$ cat src/rtl/ipd_servo_sat.sv
// I-PD servo controller: integral on error, P and D on measured position,
// saturating arithmetic with anti-windup, one shared multiplier sequenced by an FSM.
module ipd_servo_sat #(
    parameter int unsigned W    = 13,
    parameter int unsigned FRAC = 8
) (
    input  logic                clk,
    input  logic                rst,
    input  logic                en,
    input  logic signed [W-1:0] Pot,
    input  logic signed [W-1:0] Ref,
    input  logic signed [W-1:0] kp,
    input  logic signed [W-1:0] ki,
    input  logic signed [W-1:0] kd,
    output logic signed [W-1:0] salida,
    output logic                done,
    output logic                busy,
    output logic                sat
);

    localparam int unsigned EW = W + 1;
    localparam int unsigned PW = W + EW;
    localparam int unsigned SW = PW - FRAC;
    localparam int unsigned AW = SW + 3;

    localparam logic signed [W-1:0]  MAX_W = {1'b0, {(W-1){1'b1}}};
    localparam logic signed [W-1:0]  MIN_W = {1'b1, {(W-1){1'b0}}};
    localparam logic signed [AW-1:0] MAX_A = AW'(MAX_W);
    localparam logic signed [AW-1:0] MIN_A = AW'(MIN_W);

    typedef enum logic [2:0] {
        S_IDLE, S_LOAD, S_MUL_I, S_MUL_P, S_MUL_D, S_ACC, S_OUT
    } state_t;

    function automatic logic signed [W-1:0] sat_w(input logic signed [AW-1:0] x);
        if (x > MAX_A)      return MAX_W;
        else if (x < MIN_A) return MIN_W;
        else                return W'(x);
    endfunction

    function automatic logic clamps(input logic signed [AW-1:0] x);
        return (x > MAX_A) || (x < MIN_A);
    endfunction

    state_t state_q, state_d;
    logic signed [W-1:0]  pot_in_q, pot_in_d, ref_in_q, ref_in_d;
    logic signed [W-1:0]  kp_in_q, kp_in_d, ki_in_q, ki_in_d, kd_in_q, kd_in_d;
    logic signed [EW-1:0] e_q, e_d, dy_q, dy_d;
    logic signed [W-1:0]  i_q, i_d, inew_q, inew_d, yprev_q, yprev_d;
    logic                 iclamp_q, iclamp_d;
    logic signed [SW-1:0] p_q, p_d, d_q, d_d;
    logic signed [AW-1:0] u_q, u_d;
    logic signed [W-1:0]  salida_q, salida_d;
    logic                 done_q, done_d, busy_q, busy_d, sat_q, sat_d;
    logic                 hi_q, hi_d, lo_q, lo_d, first_q, first_d;

    // shared multiplier, operands selected by the current FSM step
    logic signed [W-1:0]  mul_a;
    logic signed [EW-1:0] mul_b;
    logic signed [PW-1:0] prod;
    logic signed [SW-1:0] prod_sh;
    logic signed [AW-1:0] i_sum;
    logic                 hold;

    assign prod    = PW'(mul_a) * PW'(mul_b);
    assign prod_sh = SW'(prod >>> FRAC);

    always_ff @(posedge clk or posedge rst) begin
        if (rst) begin
            state_q  <= S_IDLE;
            pot_in_q <= '0;
            ref_in_q <= '0;
            kp_in_q  <= '0;
            ki_in_q  <= '0;
            kd_in_q  <= '0;
            e_q      <= '0;
            dy_q     <= '0;
            i_q      <= '0;
            inew_q   <= '0;
            iclamp_q <= 1'b0;
            yprev_q  <= '0;
            p_q      <= '0;
            d_q      <= '0;
            u_q      <= '0;
            salida_q <= '0;
            done_q   <= 1'b0;
            busy_q   <= 1'b0;
            sat_q    <= 1'b0;
            hi_q     <= 1'b0;
            lo_q     <= 1'b0;
            first_q  <= 1'b1;
        end else begin
            state_q  <= state_d;
            pot_in_q <= pot_in_d;
            ref_in_q <= ref_in_d;
            kp_in_q  <= kp_in_d;
            ki_in_q  <= ki_in_d;
            kd_in_q  <= kd_in_d;
            e_q      <= e_d;
            dy_q     <= dy_d;
            i_q      <= i_d;
            inew_q   <= inew_d;
            iclamp_q <= iclamp_d;
            yprev_q  <= yprev_d;
            p_q      <= p_d;
            d_q      <= d_d;
            u_q      <= u_d;
            salida_q <= salida_d;
            done_q   <= done_d;
            busy_q   <= busy_d;
            sat_q    <= sat_d;
            hi_q     <= hi_d;
            lo_q     <= lo_d;
            first_q  <= first_d;
        end
    end

    always_comb begin
        state_d  = state_q;
        pot_in_d = pot_in_q;
        ref_in_d = ref_in_q;
        kp_in_d  = kp_in_q;
        ki_in_d  = ki_in_q;
        kd_in_d  = kd_in_q;
        e_d      = e_q;
        dy_d     = dy_q;
        i_d      = i_q;
        inew_d   = inew_q;
        iclamp_d = iclamp_q;
        yprev_d  = yprev_q;
        p_d      = p_q;
        d_d      = d_q;
        u_d      = u_q;
        salida_d = salida_q;
        done_d   = 1'b0;
        busy_d   = busy_q;
        sat_d    = sat_q;
        hi_d     = hi_q;
        lo_d     = lo_q;
        first_d  = first_q;
        mul_a    = '0;
        mul_b    = '0;
        i_sum    = '0;
        hold     = 1'b0;

        unique case (state_q)
            S_IDLE: begin
                if (en) begin
                    state_d  = S_LOAD;
                    busy_d   = 1'b1;
                    pot_in_d = Pot;
                    ref_in_d = Ref;
                    kp_in_d  = kp;
                    ki_in_d  = ki;
                    kd_in_d  = kd;
                end
            end
            S_LOAD: begin
                e_d     = EW'(ref_in_q) - EW'(pot_in_q);
                dy_d    = first_q ? '0 : EW'(pot_in_q) - EW'(yprev_q);
                state_d = S_MUL_I;
            end
            S_MUL_I: begin
                mul_a = ki_in_q;
                mul_b = e_q;
                i_sum = AW'(i_q) + AW'(prod_sh);
                // conditional integration: freeze I while pushing further into a saturated output
                hold  = (hi_q && !prod_sh[SW-1] && (prod_sh != '0)) || (lo_q && prod_sh[SW-1]);
                if (hold) begin
                    inew_d   = i_q;
                    iclamp_d = 1'b0;
                end else begin
                    inew_d   = sat_w(i_sum);
                    iclamp_d = clamps(i_sum);
                end
                state_d = S_MUL_P;
            end
            S_MUL_P: begin
                mul_a   = kp_in_q;
                mul_b   = EW'(pot_in_q);
                p_d     = prod_sh;
                state_d = S_MUL_D;
            end
            S_MUL_D: begin
                mul_a   = kd_in_q;
                mul_b   = dy_q;
                d_d     = prod_sh;
                state_d = S_ACC;
            end
            S_ACC: begin
                u_d     = AW'(inew_q) - AW'(p_q) - AW'(d_q);
                busy_d  = 1'b0;
                state_d = S_OUT;
            end
            S_OUT: begin
                salida_d = sat_w(u_q);
                hi_d     = u_q > MAX_A;
                lo_d     = u_q < MIN_A;
                sat_d    = clamps(u_q) || iclamp_q;
                i_d      = inew_q;
                yprev_d  = pot_in_q;
                first_d  = 1'b0;
                done_d   = 1'b1;
                state_d  = S_IDLE;
            end
            default: state_d = S_IDLE;
        endcase
    end

    assign salida = salida_q;
    assign done   = done_q;
    assign busy   = busy_q;
    assign sat    = sat_q;

endmodule

$ cat config.mk
export PLATFORM = sky130hd
export DESIGN_NAME = ipd_servo_sat
export DESIGN_NICKNAME = d
export VERILOG_FILES = /design/src/rtl/ipd_servo_sat.sv
export SDC_FILE = /design/constraint.sdc
export NUM_CORES = 1
export LEC_CHECK = 0
export BUFFER_PORTS_ARGS = -buffer_cell sky130_fd_sc_hd__buf_2
export CAP_MARGIN = 10
export CORE_MARGIN = 2
export CORE_UTILIZATION = 59
export CTS_CLUSTER_DIAMETER = 40
export DETAILED_ROUTE_END_ITERATION = 8
export GPL_TIMING_DRIVEN = 0
export PLACE_DENSITY = 0.84
export RECOVER_POWER = 100
export SLEW_MARGIN = 0
export SYNTH_ARGS = -nofsm -noshare
export SYNTH_HDL_FRONTEND = slang
export SYNTH_SLANG_ARGS = --single-unit
$ cat constraint.sdc
create_clock -name clk -period 22.2 [get_ports clk]
set_input_delay 2.22 -clock clk [delete_from_list [all_inputs] [get_ports clk]]
set_output_delay 2.22 -clock clk [all_outputs]
set_load 0.1 [all_outputs]
==> reports/metrics.csv, run 1 <==
stage;metric;value;unit
floorplan;Rows;65;
floorplan;Die Height;182;microns
yosys;cells after synthesis;2037;
floorplan;Core Region;0.0315;sq mm
yosys;Syn Nets;2431;
place;Port Buf Inserts;83;
timing;fin crit share;58.5;%
clock_network;setup bufs post-CTS;0;
hold_path;Worst Hold Path Cells;2;
timing;unrepaired setup endpoints after global routing;false;
place;GPL Wtd Cong;0.964;
status;failing checks;max-capacitance violations, max-slew violations;
clock_network;CTS tree;built;
place;pre-CTS WS;10.30;ns
worst_setup_path;CP max stage delay;0.96;ns
worst_setup_path;flop-to-flop setup slack;9.21;ns
worst_setup_path;Crit Path Class;reg2reg;
worst_setup_path;Buf/Inv on CP;11;
yosys;Syn Area/Cell;9.21;sq um
worst_setup_path;slowest CP cell;nor4_1;
worst_setup_path;startpoint class of the critical path;register;
worst_setup_path;worst r2r src;state_q[1];
clock_network;depth of the CTS H-tree;1;
timing;endpoints failing setup;0;
timing;crit path time final;12.99;ns
clock_network;Max Root-Sink Buffers;3;
job;# Max-Cap Violations;2;
global_routing;GRT Total Usage;31.1;%
yosys;area leader, netlist;dfrtp_1;
worst_setup_path;crit end category;register;
timing;Final Skew;0.0128;ns
yosys;EDFF count, synth;0;
finish;most common cell after layout, fill and taps aside;nand2_1;
clock_network;CTS Sinks;214;
detailed_routing;DRT iter0 DRCs;1148;
timing;Fin. Hold Viols;0;
yosys;sequential fraction of the synthesis area;28.5;%
global_routing;first-pass GRT wire length;82000;microns
detailed_routing;Via Count;15400;
timing;Final Slew Violations;217;
finish;ant diodes;0;
worst_setup_path;FF-to-FF path depth;38;
clock_network;clk slew on worst S/H paths;0.07;ns
yosys;Ys Warns;0;
timing;Final WS setup;9.21;ns
global_routing;initial antenna violation count;0;
finish;nets;2546;
floorplan;Die W;182;microns
global_routing;pin count of the biggest net entering global routing;130;
yosys;synth top area cells;dfrtp_1, fa_1, ha_1;
yosys;Async SR Flop Fraction;100;%
timing;worst-margin pin slew;6.64;ns
yosys;ys flop type;dfrtp_1;
detailed_routing;Via-to-Cell Ratio;6.00;
finish;most frequent cells in the layout;nand2_1, inv_1, dfrtp_1;
worst_setup_path;reg2reg end;inew_q[1];
floorplan;Initial Util;59.6;%
worst_setup_path;CP top delay family;compound AO/OA/AOI/OAI gates;
detailed_routing;ANT nets after route;0;
finish;share of layout cells above drive strength 1;8.84;%
finish;area grow syn2layout;9.65;%
clock_network;Worst-Skew Late Latency;0.53;ns
detailed_routing;DR pass1 iterations;5;
timing;Max Fclk;0.0770;GHz
floorplan;Total Die Area;0.0332;sq mm
hold_path;worst hold endpoint;u_q[5];
status;status;finished with violations;
finish;fill count;2474;
hold_path;Min-Delay Path Class;reg2reg;
worst_setup_path;peak fanout along the critical path;10;
yosys;register bit total from synthesis;214;
yosys;synthesized area;0.0188;sq mm
clock_network;total CTS buffers;27;
clock_network;post-cts resize count;0;
worst_setup_path;worst path arrival time;13.34;ns
global_routing;GRT overflow;0;
global_routing;vias in the first global route;16100;
detailed_routing;final wirelength;50000;microns
place;DP HPWL;39100;microns
timing;Rel. slew slack;-343;%
finish;Layout Utilization;65.4;%
floorplan;I/O pin total;84;
yosys;top-area cell type share of the netlist area;28.4;%
timing;Setup Total Neg Slack;0;ns
detailed_routing;DRC viols;0;
worst_setup_path;crit-path most repeated cell;inv_1;
detailed_routing;wire per inst;19.4;microns
worst_setup_path;CP Data Required Time;22.54;ns
clock_network;clk root buf;clkbuf_16;
yosys;synth unique cells;76;
hold_path;hold_sp;u_q[5];
clock_network;CTS Hold Bufs;0;
## Yosys cell counts, drive strengths merged, types with 13 or more instances
cell      n
inv     298
o22ai    13
ha      131
xnor2    39
nor2b    15
a22oi    24
o21ai   160
xor2     26
mux2     53
dfrtp   213
nor3     14
nand3    19
nor2    142
a21oi    78
a21o     27
clkbuf   62
nand2   297
fa      195
o31ai    31
nand2b   20
## cell families after synthesis
logic type / synth area share (%)
muxes: 3.18
and+or+nand+nor: 13.8
DFF: 28.5
adders and majority gates: 29.5
buffers and inverters: 7.49
AOI/OAI and AO/OA: 14.4
xor gates and xnor gates: 3.07
## final cells by class
class	instances	area, sq um	area share [%]
clock inverter	21	251	1.22
inverter	298	1120	5.44
buffer	73	284	1.38
tap	402	503	2.44
multi-input combinational	1452	12000	58.2
clock buffer	28	689	3.35
timing repair buffer	86	405	1.97
sequential	214	5360	26.0
## how the worst max path moves through the flow
stage / startpoint / end / slack [ns] / cells after the start
6_report: state_q[1] / inew_q[1] / 9.21 / 38
5_1_grt: state_q[1] / inew_q[1] / 8.84 / 38
3_5_place_dp: state_q[1] / inew_q[1] / 10.30 / 39
3_3_place_gp: state_q[1] / inew_q[11] / 10.27 / 32
2_1_floorplan: state_q[2] / inew_q[11] / 12.76 / 39
4_1_cts: state_q[1] / inew_q[1] / 10.24 / 39
## flip-flops by register name, summed over array words and instances (netlist names), 13 cells and up
register / flops
e_q: 14
kp_in_q: 13
ref_in_q: 13
salida: 13
u_q: 21
dy_q: 14
ki_in_q: 13
d_q: 19
pot_in_q: 13
i_q: 13
inew_q: 13
kd_in_q: 13
p_q: 19
yprev_q: 13
## per-layer routing
metal	vias to the layer above	wire, microns	track usage, %
met5	-	0	0
met4	0	2560	14.0
met3	183	4000	4.97
met2	735	23700	52.6
met1	7576	19700	39.7
li1	6942	-	-
## tightest hold or removal path, cell delays in order (launching register included)
cell and delay, ns:
dfrtp_1 0.34, nand2_1 0.04, o21ai_0 0.06
## through the flow
stage	cells	hold WS [ns]	cell area, sq um
after CTS	2574	0.481	20700
after global placement	2522	0.458	19700
after global routing	2574	0.506	20600
final	2574	0.475	20600
after floorplan	2037	0.440	18800
after detailed placement	2525	0.466	19700
Power of run 1 is left out: the tool's default activity adds up to more than one toggle a clock period on the data nets, which glitch-free logic cannot reach.
==> inputs of run 2 (changes only) <==
==> constraint.sdc (replaced) <==
create_clock -name clk -period 12.64 [get_ports clk]
set_input_delay 1.264 -clock clk [delete_from_list [all_inputs] [get_ports clk]]
set_output_delay 1.264 -clock clk [all_outputs]
set_load 0.1 [all_outputs]
==> run 2 against run 1 <==
- the flow still finishes with violations (max-capacitance violations, max-slew violations)
- core utilization grew 0.064 points
- sequential cell count is the same
- critical endpoint is now inew_q[4]
- sequential share of layout area is essentially flat
==> reports/metrics.csv, run 2 (synthesis results as in run 1) <==
stage;metric;value;unit;change
place;DP HPWL;39100;microns;unchanged
global_routing;pin count of the biggest net entering global routing;130;;unchanged
floorplan;Core Region;0.0315;sq mm;unchanged
clock_network;setup bufs post-CTS;0;;unchanged
finish;max reg flops;21;;unchanged
detailed_routing;wire per inst;19.4;microns;about the same
worst_setup_path;slowest CP cell;o22ai_1;;was nor4_1
finish;most frequent cells in the layout;nand2_1, inv_1, dfrtp_1;;unchanged
detailed_routing;DR pass1 iterations;5;;unchanged
timing;Rel. slew slack;-349;%;was -343%
global_routing;vias in the first global route;16100;;unchanged
status;status;finished with violations;;unchanged
timing;Max Fclk;0.0822;GHz;was 0.0770 GHz
timing;unrepaired setup endpoints after global routing;false;;unchanged
detailed_routing;Via Count;15400;;about the same
worst_setup_path;peak fanout along the critical path;10;;unchanged
worst_setup_path;worst path arrival time;12.54;ns;was 13.34 ns
finish;most common cell after layout, fill and taps aside;nand2_1;;unchanged
finish;ant diodes;0;;unchanged
timing;crit path time final;12.16;ns;was 12.99 ns
detailed_routing;DRC viols;0;;unchanged
finish;nets;2546;;unchanged
timing;endpoints failing setup;0;;unchanged
clock_network;CTS Hold Bufs;0;;unchanged
place;post-place instance area;0.0197;sq mm;unchanged
detailed_routing;DRT iter0 DRCs;1174;;was 1148
worst_setup_path;FF-to-FF path depth;35;;was 38
floorplan;I/O pin total;84;;unchanged
clock_network;Worst-Skew Late Latency;0.53;ns;about the same
hold_path;Min-Delay Path Class;reg2reg;;unchanged
worst_setup_path;Setup crit start;state_q[1];;unchanged
floorplan;Total Die Area;0.0332;sq mm;unchanged
global_routing;first-pass GRT wire length;82000;microns;unchanged
clock_network;CTS tree;built;;unchanged
floorplan;Die W;182;microns;unchanged
worst_setup_path;worst r2r src;state_q[1];;unchanged
floorplan;Rows;65;;unchanged
clock_network;clk root buf;clkbuf_16;;unchanged
worst_setup_path;reg2reg end;inew_q[4];;was inew_q[1]
job;# Max-Cap Violations;2;;unchanged
clock_network;total CTS buffers;27;;unchanged
worst_setup_path;worst setup path end;inew_q[4];;was inew_q[1]
timing;worst-margin pin slew;6.73;ns;was 6.64 ns
worst_setup_path;crit end category;register;;unchanged
floorplan;Initial Util;59.6;%;unchanged
finish;post-route cell area;0.0206;sq mm;about the same
worst_setup_path;Crit Path Class;reg2reg;;unchanged
clock_network;CTS Sinks;214;;unchanged
finish;share of layout cells above drive strength 1;8.98;%;was 8.84%
finish;Biggest register;u_q;;unchanged
timing;Final Skew;0.0127;ns;was 0.0128 ns
timing;Setup Total Neg Slack;0;ns;unchanged
finish;biggest regs;u_q: 21 flops, d_q: 19 flops, p_q: 19 flops;;unchanged
global_routing;GRT Total Usage;31.1;%;unchanged
timing;fin crit share;96.2;%;was 58.5%
worst_setup_path;CP max stage delay;0.83;ns;was 0.96 ns
clock_network;clk slew on worst S/H paths;0.07;ns;about the same
detailed_routing;ANT nets after route;0;;unchanged
worst_setup_path;flop-to-flop setup slack;0.48;ns;was 9.21 ns
floorplan;Die Height;182;microns;unchanged
finish;area grow syn2layout;9.76;%;was 9.65%
global_routing;initial antenna violation count;0;;unchanged
detailed_routing;Via-to-Cell Ratio;5.98;;was 6.00
worst_setup_path;CP Data Required Time;13.02;ns;was 22.54 ns
clock_network;depth of the CTS H-tree;1;;unchanged
worst_setup_path;crit-path most repeated cell;fa_1;;was inv_1
worst_setup_path;startpoint class of the critical path;register;;unchanged
timing;Fin. Hold Viols;0;;unchanged
global_routing;GRT overflow;0;;unchanged
status;failing checks;max-capacitance violations, max-slew violations;;unchanged
clock_network;Max Root-Sink Buffers;3;;unchanged
place;Port Buf Inserts;83;;unchanged
timing;Final Slew Violations;217;;unchanged
place;GPL Wtd Cong;0.964;;unchanged
detailed_routing;final wirelength;49900;microns;was 50000 microns
## run 2: cell count changes in the layout (fill, tap and decap cells not counted), sizes merged
cell and change:
clkbuf -1, buf +1
## run 2: cell type report
class / instances / area (sq um)
tap: 402 / 503
multi-input combinational: 1452 / 12000
inverter: 298 / 1120
clock buffer: 28 / 689
clock inverter: 21 / 251
timing repair buffer: 86 / 407
fill: 2471 / 10900
sequential: 214 / 5360
buffer: 73 / 284
## run 2: worst max-delay path: cells and delay by family, from the launching register on
kind / cells / cell delay [ns]
buffers and inverters: 7 / 1.66
DFF: 1 / 0.52
AOI/OAI and AO/OA: 14 / 4.17
and+or+nand+nor: 4 / 1.26
xor gates and xnor gates: 2 / 0.58
adders and majority gates: 8 / 3.78
## run 2: timing repair
item / CTS / global route
hold endpoints to repair: 0 / 0
setup endpoints to repair: 0 / 5
resized for setup: 0 / 1
## run 2: worst min-delay path by stage
stage	from	depth (start not counted)	end	slack [ns]
2_1_floorplan	dy_q[0]	2	dy_q[0]	0.44
3_3_place_gp	salida[4]	2	salida[4]	0.46
3_5_place_dp	u_q[5]	2	u_q[5]	0.47
4_1_cts	u_q[5]	2	u_q[5]	0.48
5_1_grt	e_q[10]	2	e_q[10]	0.51
6_report	u_q[5]	2	u_q[5]	0.48
## run 2: per-stage QoR
stage               util, %  hold WS, ns  worst slack, ns  std cells
finish                 65.4        0.475            0.478       2574
global route           65.4        0.506           0.0315       2574
CTS                    65.7        0.481            0.684       2574
detailed placement     62.7        0.466            0.736       2525
global placement       62.5        0.458            0.706       2522
floorplan                 -        0.440             3.20       2037
## run 2: metal layers
| metal | vias to the layer above | GRT usage, % | share of wire (%) |
|---|---|---|---|
| met3 | 178 | 4.97 | 7.4 |
| li1 | 6946 | - | - |
| met1 | 7583 | 39.7 | 40 |
| met4 | 0 | 14.0 | 5.1 |
| met5 | - | 0 | 0 |
| met2 | 683 | 52.6 | 48 |
Power of run 2 is left out for the same reason.
==> inputs of run 3 (changes only) <==
--- a/config.mk
+++ b/config.mk
@@ -11,7 +11,8 @@
 export CORE_UTILIZATION = 59
 export CTS_CLUSTER_DIAMETER = 40
 export DETAILED_ROUTE_END_ITERATION = 8
-export GPL_TIMING_DRIVEN = 0
+export GPL_TIMING_DRIVEN = 1
+export MAX_ROUTING_LAYER = met4
 export PLACE_DENSITY = 0.84
 export RECOVER_POWER = 100
 export SLEW_MARGIN = 0
==> run 3 against run 2 <==
- final cell count down 1.8%
- count of clock-buffer cells in the layout up 10
- non-clock buffer count down 55
- the flow still finishes with violations (max-capacitance violations, max-slew violations)
- core utilization down 0.25 points
- global-route usage down 1.3 points
- worst setup slack better by 0.78 ns
- routed wire length down 5.7%
- register-to-register slack better by 0.78 ns
- fmax up 6.8%
- sequential share of layout area up 0.10 points
==> reports/metrics.csv, run 3 (synthesis results as in run 1) <==
stage;metric;value;unit;change
timing;Final Skew;0.0194;ns;was 0.0127 ns
floorplan;Die W;182;microns;unchanged
detailed_routing;Via-to-Cell Ratio;5.81;;was 5.98
worst_setup_path;reg2reg end;inew_q[1];;was inew_q[4]
worst_setup_path;Crit Path Class;reg2reg;;unchanged
clock_network;CTS Hold Bufs;0;;unchanged
finish;most common cell after layout, fill and taps aside;nand2_1;;unchanged
global_routing;first-pass GRT wire length;77000;microns;was 82000 microns
clock_network;CTS Sinks;214;;unchanged
worst_setup_path;slowest CP cell;o22ai_1;;unchanged
timing;Rel. slew slack;-337;%;was -349%
timing;Setup Total Neg Slack;0;ns;unchanged
detailed_routing;ANT nets after route;0;;unchanged
worst_setup_path;worst r2r src;state_q[1];;unchanged
floorplan;I/O pin total;84;;unchanged
clock_network;total CTS buffers;31;;was 27
status;status;finished with violations;;unchanged
place;post-place instance area;0.0196;sq mm;was 0.0197 sq mm
finish;nets;2495;;was 2546
global_routing;met3 Track Usage GR;4.17;%;was 4.97%
clock_network;CTS tree;built;;unchanged
global_routing;vias in the first global route;15100;;was 16100
worst_setup_path;worst path arrival time;11.79;ns;was 12.54 ns
timing;crit path time final;11.39;ns;was 12.16 ns
hold_path;Min-Delay Path Class;reg2reg;;unchanged
worst_setup_path;CP max stage delay;0.80;ns;was 0.83 ns
global_routing;M1 GR Usage;37.6;%;was 39.7%
worst_setup_path;CP Data Required Time;13.04;ns;was 13.02 ns
place;DP HPWL;36800;microns;was 39100 microns
job;# Max-Cap Violations;5;;was 2
timing;endpoints failing setup;0;;unchanged
worst_setup_path;crit end category;register;;unchanged
floorplan;Initial Util;59.6;%;unchanged
floorplan;Core Region;0.0315;sq mm;unchanged
clock_network;depth of the CTS H-tree;1;;unchanged
timing;unrepaired setup endpoints after global routing;false;;unchanged
clock_network;post-cts resize count;0;;unchanged
worst_setup_path;startpoint class of the critical path;register;;unchanged
floorplan;Total Die Area;0.0332;sq mm;unchanged
detailed_routing;final wirelength;47000;microns;was 49900 microns
floorplan;Die Height;182;microns;unchanged
finish;biggest regs;u_q: 21 flops, d_q: 19 flops, p_q: 19 flops;;unchanged
finish;most frequent cells in the layout;nand2_1, inv_1, dfrtp_1;;unchanged
finish;Biggest register;u_q;;unchanged
global_routing;GRT Total Usage;29.8;%;was 31.1%
hold_path;worst hold endpoint;u_q[0];;was u_q[5]
finish;ant diodes;0;;unchanged
clock_network;setup bufs post-CTS;0;;unchanged
worst_setup_path;peak fanout along the critical path;48;;was 10
clock_network;Worst-Skew Late Latency;0.56;ns;was 0.53 ns
timing;fin crit share;90.1;%;was 96.2%
worst_setup_path;flop-to-flop setup slack;1.25;ns;was 0.48 ns
finish;post-route cell area;0.0205;sq mm;was 0.0206 sq mm
finish;max reg flops;21;;unchanged
detailed_routing;Via Count;14700;;was 15400
finish;share of layout cells above drive strength 1;9.88;%;was 8.98%
hold_path;hold_sp;u_q[0];;was u_q[5]
status;failing checks;max-capacitance violations, max-slew violations;;unchanged
global_routing;pin count of the biggest net entering global routing;147;;was 130
place;Port Buf Inserts;83;;unchanged
timing;worst-margin pin slew;6.52;ns;was 6.73 ns
timing;Final Slew Violations;395;;was 217
detailed_routing;DRC viols;0;;unchanged
timing;Max Fclk;0.0878;GHz;was 0.0822 GHz
global_routing;GRT overflow;0;;unchanged
worst_setup_path;crit-path most repeated cell;fa_1;;unchanged
global_routing;initial antenna violation count;0;;unchanged
detailed_routing;wire per inst;18.6;microns;was 19.4 microns
clock_network;clk root buf;clkbuf_16;;unchanged
clock_network;clk slew on worst S/H paths;0.06;ns;was 0.07 ns
timing;Fin. Hold Viols;0;;unchanged
detailed_routing;DRT iter0 DRCs;1029;;was 1174
global_routing;met2 Use GR;50.5;%;was 52.6%
detailed_routing;DR pass1 iterations;8;;was 5
finish;area grow syn2layout;9.33;%;was 9.76%
hold_path;Worst Hold Path Cells;2;;unchanged
timing;hold_ws;0.474;ns;was 0.475 ns
clock_network;Max Root-Sink Buffers;3;;unchanged
place;GPL Wtd Cong;0.979;;was 0.964
floorplan;Rows;65;;unchanged
worst_setup_path;FF-to-FF path depth;34;;was 35
global_routing;gr busiest metal;met2;;unchanged
## run 3: cell count changes in the layout (fill, tap and decap cells not counted), sizes merged
cell / change
clkbuf: -54
clkinv: +1
clkinvlp: -2
buf: +9
## run 3: routing by layer
| layer | vias up | part of all wire (%) |
|---|---|---|
| met4 | 0 | 3.3 |
| met2 | 487 | 49 |
| met5 | - | 0 |
| met3 | 111 | 6.0 |
| met1 | 7227 | 42 |
| li1 | 6852 | - |
## run 3: worst max-delay path by stage
stage                     startpoint          to  slack (ns)
after global placement    state_q[1]  inew_q[11]        1.84
after global routing      state_q[1]  inew_q[10]        0.54
after detailed placement  state_q[1]   inew_q[7]        1.57
after floorplan           state_q[2]  inew_q[11]        3.20
final                     state_q[1]   inew_q[1]        1.25
after CTS                 state_q[1]   inew_q[7]        1.56
## run 3: cell type report
class                           instances  area, sq um
Multi-Input combinational cell       1452        12000
Fill cell                            2543        11000
Sequential cell                       214         5360
Inverter                              298         1120
Clock buffer                           38          822
Timing Repair Buffer                  104          533
Tap cell                              402          503
Clock inverter                         20          215
## run 3: stage by stage
step	worst slack, ns	instances	util, %
6_report	1.25	2528	65.2
5_1_grt	0.541	2528	65.2
4_1_cts	1.56	2528	65.5
3_5_place_dp	1.57	2470	62.2
3_3_place_gp	1.84	2470	62.2
2_1_floorplan	3.20	2037	-
## run 3: worst max-delay path, delay by kind of cell, from the launching register on
kind | cells | cell delay (ns)
AO/OA/AOI/OAI | 11 | 3.28
XOR/XNOR | 2 | 0.35
adder cells (fa/ha/maj) | 8 | 3.81
buffers and inverters | 7 | 1.09
flip-flops | 1 | 0.60
AND/OR/NAND/NOR | 6 | 2.05
Power of run 3 is left out for the same reason.
